--- src/rtl/trans_flow_ctrl.sv ---
// Transaction-layer flow control: sequences the VC/D FIFO datapath, latches the
// almost-full thresholds, arbitrates VC0/VC1 heads into D0/D1 and drives Pausa_MF.
module trans_flow_ctrl #(
  parameter int         DW      = 6,
  parameter logic [1:0] UMF_RST = 2'd3,
  parameter logic [1:0] UD_RST  = 2'd3,
  parameter logic [3:0] UVC_RST = 4'd12
) (
  input  logic          clk,
  input  logic          reset_L,
  input  logic          init,
  input  logic [1:0]    umbral_mf_in,
  input  logic [1:0]    umbral_d0_in,
  input  logic [1:0]    umbral_d1_in,
  input  logic [3:0]    umbral_vc0_in,
  input  logic [3:0]    umbral_vc1_in,
  output logic [1:0]    umbral_mf,
  output logic [1:0]    umbral_d0,
  output logic [1:0]    umbral_d1,
  output logic [3:0]    umbral_vc0,
  output logic [3:0]    umbral_vc1,
  input  logic [4:0]    empty_vec,
  input  logic [4:0]    afull_vec,
  input  logic [4:0]    fifo_err,
  input  logic [DW-1:0] vc0_head,
  input  logic [DW-1:0] vc1_head,
  output logic          pop_vc0,
  output logic          pop_vc1,
  output logic          push_d0,
  output logic          push_d1,
  output logic [DW-1:0] data_d,
  output logic          Pausa_MF,
  output logic          idle_out,
  output logic          active_out,
  output logic          error_out
);

  typedef enum logic [2:0] {
    ST_RESET  = 3'd0,
    ST_INIT   = 3'd1,
    ST_IDLE   = 3'd2,
    ST_ACTIVE = 3'd3,
    ST_ERROR  = 3'd4
  } state_t;

  state_t        state_q, state_d;
  logic [1:0]    umbral_mf_q, umbral_mf_d;
  logic [1:0]    umbral_d0_q, umbral_d0_d;
  logic [1:0]    umbral_d1_q, umbral_d1_d;
  logic [3:0]    umbral_vc0_q, umbral_vc0_d;
  logic [3:0]    umbral_vc1_q, umbral_vc1_d;
  logic [DW-1:0] data_q;
  logic          pausa_q, pausa_d;
  logic          vc0_ok, vc1_ok;

  // State register
  always_ff @(posedge clk or negedge reset_L) begin
    if (!reset_L) state_q <= ST_RESET;
    else          state_q <= state_d;
  end

  // Next-state logic; the error escape outranks init and the idle/active moves
  always_comb begin
    state_d = state_q;
    case (state_q)
      ST_RESET:  state_d = ST_INIT;
      ST_INIT:   state_d = init ? ST_INIT : ST_IDLE;
      ST_IDLE: begin
        if (|fifo_err)             state_d = ST_ERROR;
        else if (init)             state_d = ST_INIT;
        else if (empty_vec != 5'h1F) state_d = ST_ACTIVE;
      end
      ST_ACTIVE: begin
        if (|fifo_err)             state_d = ST_ERROR;
        else if (init)             state_d = ST_INIT;
        else if (empty_vec == 5'h1F) state_d = ST_IDLE;
      end
      ST_ERROR:  state_d = ST_ERROR;
      default:   state_d = ST_RESET;
    endcase
  end

  // A VC head is eligible when its FIFO has data and its target D FIFO has room
  assign vc0_ok = !empty_vec[3] && !(vc0_head[DW-2] ? afull_vec[0] : afull_vec[1]);
  assign vc1_ok = !empty_vec[2] && !(vc1_head[DW-2] ? afull_vec[0] : afull_vec[1]);

  // Output logic: status decode and strict-priority arbiter
  always_comb begin
    pop_vc0    = 1'b0;
    pop_vc1    = 1'b0;
    push_d0    = 1'b0;
    push_d1    = 1'b0;
    data_d     = data_q;
    idle_out   = (state_q == ST_IDLE);
    active_out = (state_q == ST_ACTIVE);
    error_out  = (state_q == ST_ERROR);
    if (state_q == ST_ACTIVE) begin
      if (vc0_ok) begin
        pop_vc0 = 1'b1;
        push_d0 = !vc0_head[DW-2];
        push_d1 = vc0_head[DW-2];
        data_d  = vc0_head;
      end else if (vc1_ok) begin
        pop_vc1 = 1'b1;
        push_d0 = !vc1_head[DW-2];
        push_d1 = vc1_head[DW-2];
        data_d  = vc1_head;
      end
    end
  end

  // Thresholds track their inputs only while initialising
  always_comb begin
    umbral_mf_d  = umbral_mf_q;
    umbral_d0_d  = umbral_d0_q;
    umbral_d1_d  = umbral_d1_q;
    umbral_vc0_d = umbral_vc0_q;
    umbral_vc1_d = umbral_vc1_q;
    if (state_q == ST_INIT) begin
      umbral_mf_d  = umbral_mf_in;
      umbral_d0_d  = umbral_d0_in;
      umbral_d1_d  = umbral_d1_in;
      umbral_vc0_d = umbral_vc0_in;
      umbral_vc1_d = umbral_vc1_in;
    end
  end

  // Back-pressure follows the state being entered so ERROR asserts it on entry
  always_comb begin
    case (state_d)
      ST_ERROR:         pausa_d = 1'b1;
      ST_RESET, ST_INIT: pausa_d = 1'b0;
      default:          pausa_d = |(afull_vec & 5'h0F);
    endcase
  end

  always_ff @(posedge clk or negedge reset_L) begin
    if (!reset_L) begin
      umbral_mf_q  <= UMF_RST;
      umbral_d0_q  <= UD_RST;
      umbral_d1_q  <= UD_RST;
      umbral_vc0_q <= UVC_RST;
      umbral_vc1_q <= UVC_RST;
      data_q       <= '0;
      pausa_q      <= 1'b0;
    end else begin
      umbral_mf_q  <= umbral_mf_d;
      umbral_d0_q  <= umbral_d0_d;
      umbral_d1_q  <= umbral_d1_d;
      umbral_vc0_q <= umbral_vc0_d;
      umbral_vc1_q <= umbral_vc1_d;
      data_q       <= data_d;
      pausa_q      <= pausa_d;
    end
  end

  assign umbral_mf  = umbral_mf_q;
  assign umbral_d0  = umbral_d0_q;
  assign umbral_d1  = umbral_d1_q;
  assign umbral_vc0 = umbral_vc0_q;
  assign umbral_vc1 = umbral_vc1_q;
  assign Pausa_MF   = pausa_q;

endmodule

--- config.mk ---
export PLATFORM = sky130hd
export DESIGN_NAME = trans_flow_ctrl
export DESIGN_NICKNAME = d
export VERILOG_FILES = /design/src/rtl/trans_flow_ctrl.sv
export SDC_FILE = /design/constraint.sdc
export NUM_CORES = 1
export LEC_CHECK = 0
export CORE_ASPECT_RATIO = 0.8
export CORE_MARGIN = 2
export CORE_UTILIZATION = 33
export DETAILED_ROUTE_END_ITERATION = 8
export PLACE_DENSITY = 0.83
export SYNTH_ARGS = -nofsm -noshare
export SYNTH_HDL_FRONTEND = slang
export SYNTH_SLANG_ARGS = --single-unit
--- constraint.sdc ---
create_clock -name clk -period 1.3 [get_ports clk]
set_input_delay 0.26 -clock clk [delete_from_list [all_inputs] [get_ports clk]]
set_output_delay 0.26 -clock clk [all_outputs]
set_load 0.005 [all_outputs]
### Word-level counts from Yosys, hierarchy flattened

Index checks and enable logic that the tools add are counted.
Widths: inputs -> output; s select.

| word-level totals | value |
|---|---|
| flip-flop bits (word level) | 24 |
| bits of input ports | 44 |
| output and inout bits | 28 |
| word-level logic and storage cells | 54 |

| cells by class | value |
|---|---|
| equality and inequality tests | 8 |
| multiplexer cells | 25 |
| reduce and logical (&&, ||, !) cells | 13 |

Operator list:

| operator | count |
|---|---|
| $mux 3 | 6 |
| $mux 6 | 3 |
| $pmux 3 s5 | 1 |
| $mux 1 | 13 |
| $eq 3x1->1 const B | 2 |
| $eq 3x2->1 const B | 2 |
| $eq 3x3->1 const B | 2 |
| $logic_not 1->1 | 6 |
| $logic_not 3->1 | 2 |
| $eq 5x5->1 const B | 1 |
| $ne 5x5->1 const B | 1 |
| $reduce_or 5->1 | 1 |
| $reduce_or 4->1 | 1 |
| $logic_and 1x1->1 | 2 |
| $mux 2 | 1 |
| $pmux 1 s2 | 1 |
| $reduce_or 2->1 | 1 |

### Longest topological paths before layout

| depth | value |
|---|---|
| word-level depth | 8 |
| depth in mapped cells | 5 |
| mapped depth without buffers | 5 |

### Worst setup path before layout

No wires, ideal clock.

| timing path | value |
|---|---|
| path kind | register to register |
| start point | register state_q[1] |
| end point | register umbral_vc0_q[0] (netlist: umbral_vc0[0]) |
| library setup time | 0.128 ns |
| arrival | 1.295 ns |
| data required time | 1.172 ns |
| path slack | -0.123 ns |
| cell stages (with the launch flop) | 5 |
| path buffers | 1 |
| clock period less this slack | 1.423 ns |
| path through | dfrtp_1 nand2b_1 nor2_2 buf_4 mux2_1 |

| between the ends | value |
|---|---|
| longest elaborated chain between the ends | 1 |

Ends and longest elaborated chain:

| element | line | text |
|---|---|---|
| start: declaration | 46 | `state_t state_q, state_d;` |
| start signal: assignment | 59 | `else state_q <= state_d;` |
| $eq 3x1->1 | 119 | `if (state_q == ST_INIT) begin` |
| end signal: assignment | 150 | `umbral_vc0_q <= umbral_vc0_d;` |
| end: declaration | 50 | `logic [3:0] umbral_vc0_q, umbral_vc0_d;` |

No other way between the ends.
A chain may end at the register's enable or synchronous reset.

### Worst setup path in the final report

| timing path | value |
|---|---|
| start point | input port vc1_head[4] |
| end point | output port data_d[0] |

| between the ends | value |
|---|---|
| longest elaborated chain between the ends | 6 |

Ends and longest elaborated chain:

| element | line | text |
|---|---|---|
| start: declaration | 26 | `input logic [DW-1:0] vc1_head,` |
| $mux 1 | 85 | `assign vc1_ok = !empty_vec[2] && !(vc1_head[DW-2] ? afull_vec[0] : afull_vec[1]);` |
| $logic_not 1->1 | 85 |  |
| $logic_and 1x1->1 | 85 |  |
| $mux 6 | 103 | `end else if (vc1_ok) begin` |
| $mux 6 | 98 | `if (vc0_ok) begin` |
| $mux 6 | 97 | `if (state_q == ST_ACTIVE) begin` |
| end: declaration | 31 | `output logic [DW-1:0] data_d,` |

No other way between the ends.

==> results.rst <==
.. list-table::
   :header-rows: 1

   * - Metric
     - Value
   * - Run status
     - finished, violations left
   * - Violated checks
     - setup timing
   * - Clk sinks
     - 24
   * - Area contributors post-synth
     - sky130_fd_sc_hd__dfrtp_1, sky130_fd_sc_hd__dfstp_2, sky130_fd_sc_hd__mux2_1
   * - Via count of the first global-routing pass
     - 1,362
   * - Slew margin rel.
     - 0.7764
   * - Height of the chip
     - 57.17 um
   * - Mapped Nets
     - 140
   * - Overall routed net length
     - 4.544 mm
   * - Synth Instances
     - 96
   * - Initial DRC count
     - 35
   * - Final clock period utilization by the worst path
     - 1.318
   * - Maximum fanout count along the critical path
     - 4
   * - Warnings, synthesis
     - 0
   * - Clock buffer count from CTS
     - 3
   * - Class of the worst hold path
     - primary input to asynchronous set/reset pin
   * - Die Outline Area
     - 0.004028 mm^2
   * - Via count
     - 1,265
   * - Synth cell types
     - 33
   * - Data required time at the worst endpoint
     - 1.04 ns
   * - Post-route DRC
     - 0
   * - Synthesized area
     - 0.001166 mm^2
   * - Post-route ant nets
     - 0
   * - Share of final-layout standard cells stronger than drive strength 1
     - 0.6226
   * - Post-CTS Hold Fix Bufs
     - 0
   * - Unrepaired setup endpoints after global routing
     - true
   * - Post-route insts no fill
     - 254
   * - Most frequent cell after synthesis
     - sky130_fd_sc_hd__dfrtp_1
   * - Drt first pass iters
     - 4
   * - Average vias per placed instance
     - 4.980
   * - Critical path endpoint category
     - primary output
   * - Initial standard-cell utilization of the core
     - 0.3430
   * - Worst slack at placement
     - -1.182 ns
   * - Setup skew after layout
     - 0.002855 ns
   * - Routability congestion estimate from global placement
     - 0.7685
   * - Clk Latency, worst-skew pair
     - 0.26 ns
   * - Clock tree buffer depth
     - 2
   * - CORE AREA
     - 0.003400 mm^2
   * - Worst VDD drop
     - 1.287 mV
   * - Largest area contributor in the netlist
     - sky130_fd_sc_hd__dfrtp_1
   * - Clock slew at the register clock pins of the worst setup and hold paths
     - 0.09 ns
   * - Cell chosen for the clock root
     - sky130_fd_sc_hd__clkbuf_8
   * - Number of enable flip-flop cells after synthesis
     - 0
   * - Routed length per instance
     - 17.89 um
   * - #FFs+latches synth
     - 24
   * - Area share of the largest cell type after synthesis
     - 0.3004
   * - Worst Max-Slew Pin Slew
     - 0.3342 ns
   * - Synthesized area divided by synthesized cell count
     - 12.15 um^2
   * - TritonCTS clock tree
     - done
   * - Area growth from synthesis to layout
     - 125.9%
   * - Critical Setup Path Class
     - primary input to primary output
   * - Proportion of synthesized chip area in sequential cells
     - 0.5258
   * - H-Tree Depth
     - 1
   * - Signal arrival time at the worst endpoint
     - 1.45 ns
   * - Min cycle time layout
     - 1.713 ns
   * - Detailed-placement wirelength estimate
     - 2.745 mm
   * - Highest clock frequency the design can meet
     - 583.6 MHz
   * - Placement Rows
     - 19
   * - Most used standard cells in the synthesized netlist
     - sky130_fd_sc_hd__dfrtp_1, sky130_fd_sc_hd__dfstp_2, sky130_fd_sc_hd__mux2_1
   * - Total power density per cell area
     - 1948 mW/mm^2
   * - Instance count after placement with tap cells included
     - 225
   * - Number of filler cells placed in the layout
     - 201
   * - Worst setup SP type
     - primary input
   * - Overflow left after global routing
     - 0
   * - GR Util All Layers
     - 0.2094
   * - Async S/R FF share, synth
     - 1.000
   * - Top Ports
     - 72
   * - Final count of pins violating max slew
     - 0
   * - Antenna violations before repair
     - 0
   * - Floorplan die width
     - 70.46 um
   * - Commonest register cell after synthesis
     - sky130_fd_sc_hd__dfrtp_1
   * - # nets final
     - 257
   * - N_diodes
     - 0
   * - Static leakage
     - 1.152 nW
   * - Fin. Hold Viols
     - 0
   * - Reported max-cap violation count
     - 0
   * - I/O Buffers
     - 70
   * - Largest net degree at the start of global routing
     - 25
   * - First-pass GRT wire length
     - 6.630 mm
   * - Finish-stage setup viols
     - 28
   * - Setup ws final
     - -0.4134 ns
## layout make-up
type / instances / area (um^2) / area share
clock buffers: 3 / 41.29 / 0.01568
clock inverters: 1 / 30.03 / 0.01140
inverters: 3 / 13.76 / 0.005226
multi-input cells: 67 / 843.3 / 0.3202
flip-flops and latches: 24 / 613.1 / 0.2328
well taps: 42 / 52.55 / 0.01995
repair buffers: 114 / 1040 / 0.3948
## placed cells by master, fill, tap and decap left out, drive strengths merged, types with 2 or more instances in the layout
master and count:
buf 62, clkdlybuf4s50 36, mux2 15, dfrtp 14, dfstp 10, nor2 9, clkdlybuf4s15 7, clkbuf 7
dlygate4sd2 5, mux2i 5, o2bb2ai 5, nor3b 5, a211oi 4, nand2 3, inv 3, o21ai 3
nor4 2, nand3 2, nor3 2, and2 2
## power breakdown
group | switching, mW | internal (mW) | leakage, nW
sequential | 0.235 | 1.25 | 0.277
clock | 0.238 | 0.411 | 0.0357
combinational | 1.13 | 1.87 | 0.839
## sequential cells by signal, indices dropped and copies added, names as in the netlist
signal	flops
Pausa_MF	1
data_q	6
state_q	3
umbral_d0	2
umbral_d1	2
umbral_mf	2
umbral_vc0	4
umbral_vc1	4
## routing by layer
metal	wire length, um	vias up	part of all wire	track usage
li1	-	583	-	-
met1	1839	629	0.40	0.2525
met2	2448	45	0.54	0.4016
met3	177	8	0.039	0.02827
met4	79	0	0.017	0.04121
met5	0	-	0	0
## critical path: stages
cell and delay, ns:
sky130_fd_sc_hd__buf_8 0.10, sky130_fd_sc_hd__mux2_4 0.34, sky130_fd_sc_hd__buf_6 0.14, sky130_fd_sc_hd__nor3b_4 0.20
sky130_fd_sc_hd__mux2i_4 0.09, sky130_fd_sc_hd__o2bb2ai_2 0.16, sky130_fd_sc_hd__buf_2 0.15
## logic make-up after synthesis
logic type,Yosys count,share of synthesized area
AOI/OAI and AO/OA,18,0.1277
DFF,24,0.5258
and+or+nand+nor,29,0.1395
muxes,20,0.1878
buffers and inverters,5,0.01931
## final timing paths
| check | from | to | slack, ns | depth (start not counted) |
|---|---|---|---|---|
| worst max-delay path | vc1_head[4] | data_d[0] | -0.41 | 7 |
| worst min-delay path | reset_L | state_q[2] | 0.34 | 2 |
| worst max register to register | state_q[1] | umbral_vc0[1] | -0.13 | 5 |
| worst min register to register | data_q[1] | data_q[1] | 0.49 | 1 |
| max in group asynchronous | reset_L | umbral_vc1[3] | 0.74 | 2 |
| min in group clk | afull_vec[0] | data_q[4] | 0.49 | 4 |
## stage by stage
step	total power [mW]	hold slack [ns]	TNS, ns	util	cell area (um^2)
final	5.131	0.3367	-5.383	0.7748	2634
after global routing	5.374	0.3402	-6.482	0.7748	2634
after CTS	4.833	0.3430	-5.742	0.7295	2480
after detailed placement	3.610	0.4787	-15.99	0.6235	2120
after global placement	3.522	0.4628	-14.95	0.6235	2120
after floorplan	2.293	-0.03559	-0.09037	-	1214
## repair_timing
action                     CTS  global route
gates resized for setup    139            50
cloned                       1             0
pin swaps                   17             8
setup buffers               25             8
setup endpoints to repair   49            41
Power figures use the tool's default switching activity.
